--- config.mk ---
export PLATFORM = sky130hd
export DESIGN_NAME = axi_lite_master
export DESIGN_NICKNAME = d
export VERILOG_FILES = /design/src/rtl/axi_lite_master.sv
export SDC_FILE = /design/constraint.sdc
export NUM_CORES = 1
export LEC_CHECK = 0
export CORE_MARGIN = 3
export CORE_UTILIZATION = 37
export DETAILED_ROUTE_END_ITERATION = 8
export GPL_TIMING_DRIVEN = 0
export PLACE_DENSITY = 0.8
export SYNTH_ARGS = -nofsm -noshare
export SYNTH_HDL_FRONTEND = slang
export SYNTH_SLANG_ARGS = --single-unit
--- constraint.sdc ---
create_clock -name i_axi_clk -period 2.5 [get_ports i_axi_clk]
set_clock_uncertainty 0.1 [all_clocks]
set_input_delay 0.375 -clock i_axi_clk [delete_from_list [all_inputs] [get_ports i_axi_clk]]
set_output_delay 0.375 -clock i_axi_clk [all_outputs]
set_load 0.02 [all_outputs]
--- src/rtl/axi_lite_master.sv ---
// Single-outstanding AXI4-Lite master: one command in, one AXI transaction, one response out.
// Optional watchdog is compiled in when AXIML_TIMEOUT_EN is defined.
module axi_lite_master #(
   parameter int ADDR_WIDTH     = 32,
   parameter int TIMEOUT_CYCLES = 1024
) (
   input  logic                  i_axi_clk,
   input  logic                  i_axi_rst,
   input  logic                  i_cmd_valid,
   output logic                  o_cmd_ready,
   input  logic                  i_cmd_wr,
   input  logic [ADDR_WIDTH-1:0] i_cmd_addr,
   input  logic [31:0]           i_cmd_data,
   input  logic [3:0]            i_cmd_strb,
   output logic                  o_rsp_valid,
   input  logic                  i_rsp_ready,
   output logic [31:0]           o_rsp_data,
   output logic [1:0]            o_rsp_resp,
   output logic                  o_awvalid,
   output logic [ADDR_WIDTH-1:0] o_awaddr,
   input  logic                  i_awready,
   output logic                  o_wvalid,
   input  logic                  i_wready,
   output logic [31:0]           o_wdata,
   output logic [3:0]            o_wstrb,
   input  logic                  i_bvalid,
   output logic                  o_bready,
   input  logic [1:0]            i_bresp,
   output logic                  o_arvalid,
   input  logic                  i_arready,
   output logic [ADDR_WIDTH-1:0] o_araddr,
   input  logic                  i_rvalid,
   output logic                  o_rready,
   input  logic [1:0]            i_rresp,
   input  logic [31:0]           i_rdata,
   output logic                  o_timeout
);

   typedef enum logic [2:0] {
      S_IDLE,
      S_WR_REQ,
      S_WR_RESP,
      S_RD_ADDR,
      S_RD_DATA,
      S_RSP
   } state_t;

   if (TIMEOUT_CYCLES < 2) begin : g_bad_timeout
      $error("TIMEOUT_CYCLES must be at least 2");
   end

   state_t                state_q, state_d;
   logic [ADDR_WIDTH-1:0] addr_q, addr_d;
   logic [31:0]           wdata_q, wdata_d;
   logic [3:0]            strb_q, strb_d;
   logic                  awvalid_q, awvalid_d;
   logic                  wvalid_q, wvalid_d;
   logic                  arvalid_q, arvalid_d;
   logic                  bready_q, bready_d;
   logic                  rready_q, rready_d;
   logic [31:0]           rsp_data_q, rsp_data_d;
   logic [1:0]            rsp_resp_q, rsp_resp_d;

   logic aw_hs, w_hs, b_hs, ar_hs, r_hs;

   assign aw_hs = awvalid_q & i_awready;
   assign w_hs  = wvalid_q & i_wready;
   assign b_hs  = bready_q & i_bvalid;
   assign ar_hs = arvalid_q & i_arready;
   assign r_hs  = rready_q & i_rvalid;

`ifdef AXIML_TIMEOUT_EN
   localparam int               CNT_W    = $clog2(TIMEOUT_CYCLES) + 1;
   localparam logic [CNT_W-1:0] CNT_LAST = CNT_W'(TIMEOUT_CYCLES - 1);
   localparam logic [CNT_W-1:0] CNT_MAX  = CNT_W'(TIMEOUT_CYCLES);

   logic [CNT_W-1:0] cnt_q, cnt_d;
   logic             timeout_q, timeout_d;
   logic             busy, any_hs, expire;

   // Counter is zero in IDLE/RSP, so it starts from 0 on entry to WR_REQ/RD_ADDR.
   // A handshake in the expiry cycle defers expiry; >= keeps it armed afterwards.
   always_comb begin
      busy      = (state_q != S_IDLE) && (state_q != S_RSP);
      any_hs    = aw_hs | w_hs | b_hs | ar_hs | r_hs;
      expire    = busy && (cnt_q >= CNT_LAST) && !any_hs;
      cnt_d     = '0;
      if (busy) begin
         cnt_d = (cnt_q == CNT_MAX) ? cnt_q : cnt_q + 1'b1;
      end
      timeout_d = expire;
   end

   always_ff @(posedge i_axi_clk) begin
      if (i_axi_rst) begin
         cnt_q     <= '0;
         timeout_q <= 1'b0;
      end else begin
         cnt_q     <= cnt_d;
         timeout_q <= timeout_d;
      end
   end

   assign o_timeout = timeout_q;
`else
   assign o_timeout = 1'b0;
`endif

   always_comb begin
      state_d    = state_q;
      addr_d     = addr_q;
      wdata_d    = wdata_q;
      strb_d     = strb_q;
      awvalid_d  = awvalid_q;
      wvalid_d   = wvalid_q;
      arvalid_d  = arvalid_q;
      bready_d   = bready_q;
      rready_d   = rready_q;
      rsp_data_d = rsp_data_q;
      rsp_resp_d = rsp_resp_q;

      case (state_q)
         S_IDLE: begin
            if (i_cmd_valid) begin
               addr_d  = i_cmd_addr;
               wdata_d = i_cmd_data;
               strb_d  = i_cmd_strb;
               if (i_cmd_wr) begin
                  state_d   = S_WR_REQ;
                  awvalid_d = 1'b1;
                  wvalid_d  = 1'b1;
               end else begin
                  state_d   = S_RD_ADDR;
                  arvalid_d = 1'b1;
               end
            end
         end
         S_WR_REQ: begin
            // AW and W retire independently; leave once neither is still pending.
            if (aw_hs) awvalid_d = 1'b0;
            if (w_hs)  wvalid_d  = 1'b0;
            if ((aw_hs || !awvalid_q) && (w_hs || !wvalid_q)) begin
               state_d  = S_WR_RESP;
               bready_d = 1'b1;
            end
         end
         S_WR_RESP: begin
            if (b_hs) begin
               rsp_resp_d = i_bresp;
               rsp_data_d = 32'h0;
               bready_d   = 1'b0;
               state_d    = S_RSP;
            end
         end
         S_RD_ADDR: begin
            if (ar_hs) begin
               arvalid_d = 1'b0;
               rready_d  = 1'b1;
               state_d   = S_RD_DATA;
            end
         end
         S_RD_DATA: begin
            if (r_hs) begin
               rsp_resp_d = i_rresp;
               rsp_data_d = i_rdata;
               rready_d   = 1'b0;
               state_d    = S_RSP;
            end
         end
         S_RSP: begin
            if (i_rsp_ready) state_d = S_IDLE;
         end
         default: state_d = S_IDLE;
      endcase

`ifdef AXIML_TIMEOUT_EN
      if (expire) begin
         awvalid_d  = 1'b0;
         wvalid_d   = 1'b0;
         arvalid_d  = 1'b0;
         bready_d   = 1'b0;
         rready_d   = 1'b0;
         rsp_resp_d = 2'b11;
         rsp_data_d = 32'hDEADDEAD;
         state_d    = S_RSP;
      end
`endif
   end

   always_ff @(posedge i_axi_clk) begin
      if (i_axi_rst) begin
         state_q    <= S_IDLE;
         addr_q     <= '0;
         wdata_q    <= '0;
         strb_q     <= '0;
         awvalid_q  <= 1'b0;
         wvalid_q   <= 1'b0;
         arvalid_q  <= 1'b0;
         bready_q   <= 1'b0;
         rready_q   <= 1'b0;
         rsp_data_q <= '0;
         rsp_resp_q <= '0;
      end else begin
         state_q    <= state_d;
         addr_q     <= addr_d;
         wdata_q    <= wdata_d;
         strb_q     <= strb_d;
         awvalid_q  <= awvalid_d;
         wvalid_q   <= wvalid_d;
         arvalid_q  <= arvalid_d;
         bready_q   <= bready_d;
         rready_q   <= rready_d;
         rsp_data_q <= rsp_data_d;
         rsp_resp_q <= rsp_resp_d;
      end
   end

   assign o_cmd_ready = (state_q == S_IDLE);
   assign o_rsp_valid = (state_q == S_RSP);
   assign o_rsp_data  = rsp_data_q;
   assign o_rsp_resp  = rsp_resp_q;
   assign o_awvalid   = awvalid_q;
   assign o_awaddr    = addr_q;
   assign o_wvalid    = wvalid_q;
   assign o_wdata     = wdata_q;
   assign o_wstrb     = strb_q;
   assign o_bready    = bready_q;
   assign o_arvalid   = arvalid_q;
   assign o_araddr    = addr_q;
   assign o_rready    = rready_q;

endmodule

==> out/qor_table.md, run 1 <==
| Quantity | Value | Unit |
| --- | --- | --- |
| Number of setup buffers added after CTS | 0 | - |
| Total count of max-transition violations in the final report | 0 | - |
| Largest stage delay, worst path | 0.64 | ns |
| Final Routed Wirelength | 13.80 | mm |
| Clock-pin transition on the worst setup and hold timing paths | 0.08 | ns |
| Clk root buf | clkbuf_16 | - |
| Via density per instance | 4.837 | - |
| Starting utilization of the core area | 0.3824 | - |
| Post-CTS sizing | 0 | - |
| Number of port buffers | 253 | - |
| Number of hold violations in the final report | 0 | - |
| Core region area | 10980 | µm² |
| Crit path buffers/inverters | 2 | - |
| Headroom to the max-slew limit | 0.5590 | - |
| Number of synthesized flops with an enable pin | 0 | - |
| Mapped Avg Cell Area | 8.252 | µm² |
| Worst EP arrival | 1.88 | ns |
| DRC violation count after routing | 0 | - |
| Outcome | finished, final reports clean | - |
| Async set or reset register ratio after synthesis | 0 | - |
| Number of setup violations in the final report | 0 | - |
| Top area cells in the synthesized netlist | dfxtp_1, nand2_1, a21oi_1 | - |
| CTS Hold Buffers Added | 0 | - |
| Maximum fanout along the worst path | 8 | - |
| Largest net degree at the start of global routing | 19 | - |
| Antenna violations before repair | 0 | - |
| Width of the die | 112.5 | µm |
| Worst Setup Path Type | reg -> out | - |
| Final core utilization | 0.6539 | - |
| Maximum level of the CTS H-tree | 3 | - |
| WP data required | 2.03 | ns |
| Fraction of layout cells with a size suffix above 1 | 0.08098 | - |
| Biggest area consumer among synthesized cells | dfxtp_1 | - |
| Critical-path cell list | buf_4 -> nor2b_1 -> and2_1 -> clkdlybuf4s50_1 | - |
| Die footprint | 12670 | µm² |
| Flop and latch count out of synthesis | 110 | - |
| Standard-cell rows | 38 | - |
| Y dimension of the die | 112.5 | µm |
| Filler cell count | 889 | - |
| FF+latch area | 2202 | µm² |
| CP Launch Type | register | - |
| Post-synthesis cell count | 509 | - |
| TritonCTS clock tree | done | - |
| Congestion Overflow GR | 0 | - |
| Area of the multi-input gates | 1580 | µm² |
| Syn nets | 623 | - |
| MaxCap Viol Count | 0 | - |
| Category of cells accounting for the largest share of critical-path delay | buffers and inverters | - |
| Top FF cell, synth | dfxtp_1 | - |
| Reg-to-reg slack, setup | 0.32 | ns |
| First-pass detailed-route iteration total | 4 | - |
| Count of different cell masters after synthesis | 36 | - |
| Post-layout nets | 887 | - |
| Power Density | 843.0 | nW/µm² |
| Area share of the leading cell type in the synthesized netlist | 0.5243 | - |
| Total Routing Usage GR | 0.2108 | - |
| Least-Margin Pin Slew | 0.6615 | ns |
| First-pass GRT wire length | 21.75 | mm |
| Unrepaired setup endpoints after global routing | false | - |
| Leakage power summed over all cells | 2.683 | nW |
| Count of yosys warnings during synthesis | 0 | - |
| Endpoint type of the worst setup path | output port | - |
| Remaining antenna violation count after routing | 0 | - |
| Global placer's final weighted congestion | 0.8915 | - |
| Share of the cycle needed by the critical path after routing | 0.9421 | - |
| Path type of the worst min-delay path | reg -> reg | - |
| Sum of negative setup slack | 0 | ns |
| Clock insertion delay at the later pin of the skew report | 0.34 | ns |
| Number of global-route vias before repair | 4395 | - |
| Highest clock rate | 0.4246 | GHz |
| Routed wirelength normalized by instance count | 15.04 | µm |
| Antenna diode count | 0 | - |
| Most numerous cell types in the synthesized netlist | nand2_1, dfxtp_1, a21oi_1 | - |
| Syn Std Cell Area | 4200 | µm² |
| Register area share after synthesis | 0.5243 | - |
| Count of clock tree sinks | 110 | - |
| Overall via count from detail_route | 4440 | - |
| Synthesis-to-layout area growth | 70.99 | % |
| Initial DRC count | 237 | - |
| Peak VDD IR | 0.5447 | mV |
| Final HPWL DP | 10.88 | mm |
| Boundary Pins | 256 | - |
| Number of buffers on the longest clock path | 2 | - |
| Top-count cell post-synth | nand2_1 | - |
| Clock buffers created by TritonCTS | 9 | - |
| Max stage delay cell, worst path | clkdlybuf4s50_1 | - |
| Time the worst path needs with I/O delays and setup | 2.355 | ns |
==> layout make-up <==
class	instances	area share
Inverter	2	0.001045
Clock buffer	10	0.03188
Timing Repair Buffer	253	0.3526
Buffer	71	0.05714
Multi-Input combinational cell	326	0.2200
Clock inverter	6	0.006272
Sequential cell	110	0.3066
Tap cell	140	0.02439
==> registers in the layout (all words and copies together), names as in the netlist <==
register and flops:
o_araddr 32, o_arvalid 1, o_awvalid 1, o_bready 1
o_rready 1, o_rsp_data 32, o_rsp_resp 2, o_wdata 32
o_wstrb 4, o_wvalid 1, state_q 3
==> worst paths after layout <==
kind	cells past startpoint	from	endpoint
worst max-delay path	4	state_q[2]	o_rsp_valid
worst min-delay path	2	o_wdata[20]	o_wdata[20]
worst max register to register	8	state_q[2]	o_rsp_data[23]
worst min register to register	2	o_wdata[20]	o_wdata[20]
==> tightest hold or removal path, cell delays in order (launching register included) <==
cell and delay, ns:
dfxtp_1 0.31, nand2_1 0.05, a21oi_1 0.05
==> metrics by stage <==
| stage | power [mW] | cells | hold WS (ns) | setup WS [ns] | instance area (µm²) |
|---|---|---|---|---|---|
| floorplan | 3.625 | 509 | 0.4110 | 0.4136 | 4200 |
| global placement | 4.701 | 902 | 0.3423 | 0.08365 | 6908 |
| detailed placement | 4.771 | 902 | 0.3466 | 0.05322 | 6908 |
| CTS | 6.108 | 918 | 0.3566 | 0.1319 | 7182 |
| global route | 6.395 | 918 | 0.3821 | 0.05455 | 7182 |
| finish | 6.055 | 918 | 0.3546 | 0.1448 | 7182 |
==> report_power, final <==
| part | switching [mW] | internal, mW | leakage (nW) |
|---|---|---|---|
| Combinational | 1.34 | 1.20 | 1.65 |
| Clock | 0.651 | 0.686 | 0.138 |
| Sequential | 0.171 | 2.01 | 0.896 |
==> routing by layer <==
metal	vias up	global-route usage	wire length [µm]
met2	172	0.3918	7083
met1	2070	0.2222	5244
met4	0	0.06731	323
met5	-	0	0
li1	2172	-	-
met3	26	0.07116	1151
==> kinds of logic after synthesis <==
family          synth area share
buf+inv                  0.09949
other cells            0.0008928
mux                      0.01013
compound gates            0.1623
simple gates              0.2029
flops                     0.5243
==> cells in the final DEF (no fill, tap or decap), types with 2 or more instances in the layout <==
| master | n |
|---|---|
| clkbuf_1 | 30 |
| a21oi_1 | 74 |
| or3_1 | 2 |
| clkbuf_16 | 9 |
| buf_2 | 7 |
| nor2_1 | 36 |
| mux2_2 | 2 |
| inv_6 | 3 |
| mux2i_1 | 2 |
| a31oi_1 | 2 |
| inv_1 | 2 |
| clkinv_2 | 2 |
| nor3_1 | 4 |
| buf_4 | 34 |
| nand2_1 | 147 |
| nor2b_1 | 4 |
| and2_1 | 2 |
| clkdlybuf4s50_1 | 253 |
| a22oi_1 | 32 |
| dfxtp_1 | 110 |
Note: power is estimated with default switching activity, not from simulation.
==> run 2, diff against run 1 <==
--- a/config.mk
+++ b/config.mk
@@ -9,6 +9,7 @@
 export CORE_UTILIZATION = 37
 export DETAILED_ROUTE_END_ITERATION = 8
 export GPL_TIMING_DRIVEN = 0
+export HOLD_SLACK_MARGIN = 0.05
 export PLACE_DENSITY = 0.8
 export SYNTH_ARGS = -nofsm -noshare
 export SYNTH_HDL_FRONTEND = slang
==> results of run 2 <==
The final DEF is identical to that of run 1; final timing and power are the same.
==> run 3, diff against run 2 <==
--- a/config.mk
+++ b/config.mk
@@ -5,6 +5,7 @@
 export SDC_FILE = /design/constraint.sdc
 export NUM_CORES = 1
 export LEC_CHECK = 0
+export CORE_ASPECT_RATIO = 1.25
 export CORE_MARGIN = 3
 export CORE_UTILIZATION = 37
 export DETAILED_ROUTE_END_ITERATION = 8
@@ -14,3 +15,4 @@
 export SYNTH_ARGS = -nofsm -noshare
 export SYNTH_HDL_FRONTEND = slang
 export SYNTH_SLANG_ARGS = --single-unit
+export TNS_END_PERCENT = 100
==> out/qor_table.md, run 3 (synthesis results as in run 1) <==
| Quantity | Value | Unit |
| --- | --- | --- |
| Outcome | finished, final reports clean | - |
| Fraction of layout cells with a size suffix above 1 | 0.07969 | - |
| Via density per instance | 4.818 | - |
| Number of setup buffers added after CTS | 0 | - |
| Power Density | 853.8 | nW/µm² |
| Number of buffers on the longest clock path | 2 | - |
| Highest clock rate | 0.4295 | GHz |
| Post-layout nets | 887 | - |
| WP data required | 2.03 | ns |
| MaxCap Viol Count | 0 | - |
| Overall via count from detail_route | 4384 | - |
| Most frequent cells in the layout | clkdlybuf4s50_1, nand2_1, dfxtp_1 | - |
| Total count of max-transition violations in the final report | 0 | - |
| Sum of negative setup slack | 0 | ns |
| Worst EP arrival | 1.85 | ns |
| CTS Hold Buffers Added | 0 | - |
| Share of the cycle needed by the critical path after routing | 0.9312 | - |
| Headroom to the max-slew limit | 0.6120 | - |
| Clock buffers created by TritonCTS | 9 | - |
| Y dimension of the die | 125.1 | µm |
| Antenna violations before repair | 0 | - |
| Reg-to-reg slack, setup | 0.29 | ns |
| Unrepaired setup endpoints after global routing | false | - |
| Worst Setup Path Type | reg -> out | - |
| Clock-pin transition on the worst setup and hold timing paths | 0.07 | ns |
| Count of clock tree sinks | 110 | - |
| Boundary Pins | 256 | - |
| Number of hold violations in the final report | 0 | - |
| First-pass GRT wire length | 22.02 | mm |
| Filler-free cell count of the finished design | 910 | - |
| Final core utilization | 0.6642 | - |
| Congestion Overflow GR | 0 | - |
| Clock insertion delay at the later pin of the skew report | 0.34 | ns |
| Maximum fanout along the worst path | 8 | - |
| Final HPWL DP | 11.14 | mm |
| Hold Slack | 0.3532 | ns |
| Peak VDD IR | 0.3743 | mV |
| Worst Setup Slack, final | 0.1719 | ns |
| Largest net degree at the start of global routing | 18 | - |
| TritonCTS clock tree | done | - |
| Initial DRC count | 121 | - |
| Number of port buffers | 253 | - |
| DRC violation count after routing | 0 | - |
| Die footprint | 12670 | µm² |
| Synthesis-to-layout area growth | 71.19 | % |
| CP Launch Type | register | - |
| Pre-CTS setup slack | 0.06158 | ns |
| Global placer's final weighted congestion | 0.8154 | - |
| Core region area | 10830 | µm² |
| Final Routed Wirelength | 14.15 | mm |
| Standard-cell rows | 42 | - |
| Maximum level of the CTS H-tree | 3 | - |
| Filler cell count | 911 | - |
| Width of the die | 101.3 | µm |
| Leakage power summed over all cells | 2.685 | nW |
| Post-CTS sizing | 0 | - |
| Endpoint type of the worst setup path | output port | - |
| Time the worst path needs with I/O delays and setup | 2.328 | ns |
| Least-Margin Pin Slew | 0.5820 | ns |
| Number of global-route vias before repair | 4504 | - |
| Path type of the worst min-delay path | reg -> reg | - |
| Antenna diode count | 0 | - |
| Clk root buf | clkbuf_16 | - |
| Most frequent standard cell in the layout excluding fill and tap cells | clkdlybuf4s50_1 | - |
| Routed wirelength normalized by instance count | 15.55 | µm |
| Remaining antenna violation count after routing | 0 | - |
| Total Routing Usage GR | 0.2187 | - |
| Number of placed instances with taps included | 894 | - |
| Number of setup violations in the final report | 0 | - |
| First-pass detailed-route iteration total | 4 | - |
| Starting utilization of the core area | 0.3880 | - |
==> run 3: changes by cell type in the layout (fill, tap and decap cells not counted) <==
cell / delta
bufinv_16: +1
clkbuf_1: +1
clkinv_2: -1
clkinv_4: +1
clkinvlp_4: +1
inv_6: -3
==> run 3: worst paths after layout <==
check,startpoint,cells past startpoint,to
min,o_wdata[16],2,o_wdata[16]
max reg2reg,state_q[2],8,o_rsp_data[30]
min reg2reg,o_wdata[16],2,o_wdata[16]
max,state_q[2],4,o_rsp_valid
==> run 3: per-layer routing <==
metal,wire length (µm),part of all wire,global-route usage
met1,5318,0.38,0.2305
met2,7409,0.52,0.4025
met3,1125,0.079,0.06964
met4,299,0.021,0.07042
met5,0,0,0
==> run 3: power by group <==
part           total (mW)  switching [mW]  internal, mW
Sequential           2.17           0.164          2.01
Combinational        2.56            1.36          1.20
Clock                1.41           0.630         0.780
==> run 3: critical path, cell delays in order, from the launching register on <==
cell and delay [ns]:
dfxtp_1 0.31, buf_4 0.16, nor2b_1 0.24, and2_1 0.16
clkdlybuf4s50_1 0.64
==> run 3: through the flow <==
| step | cell area (µm²) | power [mW] |
|---|---|---|
| 2_1_floorplan | 4200 | 3.625 |
| 3_3_place_gp | 6898 | 4.701 |
| 3_5_place_dp | 6898 | 4.774 |
| 4_1_cts | 7191 | 6.192 |
| 5_1_grt | 7191 | 6.483 |
| 6_report | 7191 | 6.140 |
==> run 3: final cells by class <==
| cell class | count | area (µm²) | area share |
|---|---|---|---|
| repair buffers | 253 | 2532 | 0.3522 |
| flip-flops and latches | 110 | 2202 | 0.3062 |
| multi-input cells | 326 | 1580 | 0.2198 |
| plain buffers | 71 | 410.4 | 0.05707 |
| clock buffers | 11 | 232.7 | 0.03236 |
| well taps | 132 | 165.2 | 0.02297 |
| clock inverters | 5 | 60.06 | 0.008352 |
| inverters | 2 | 7.507 | 0.001044 |
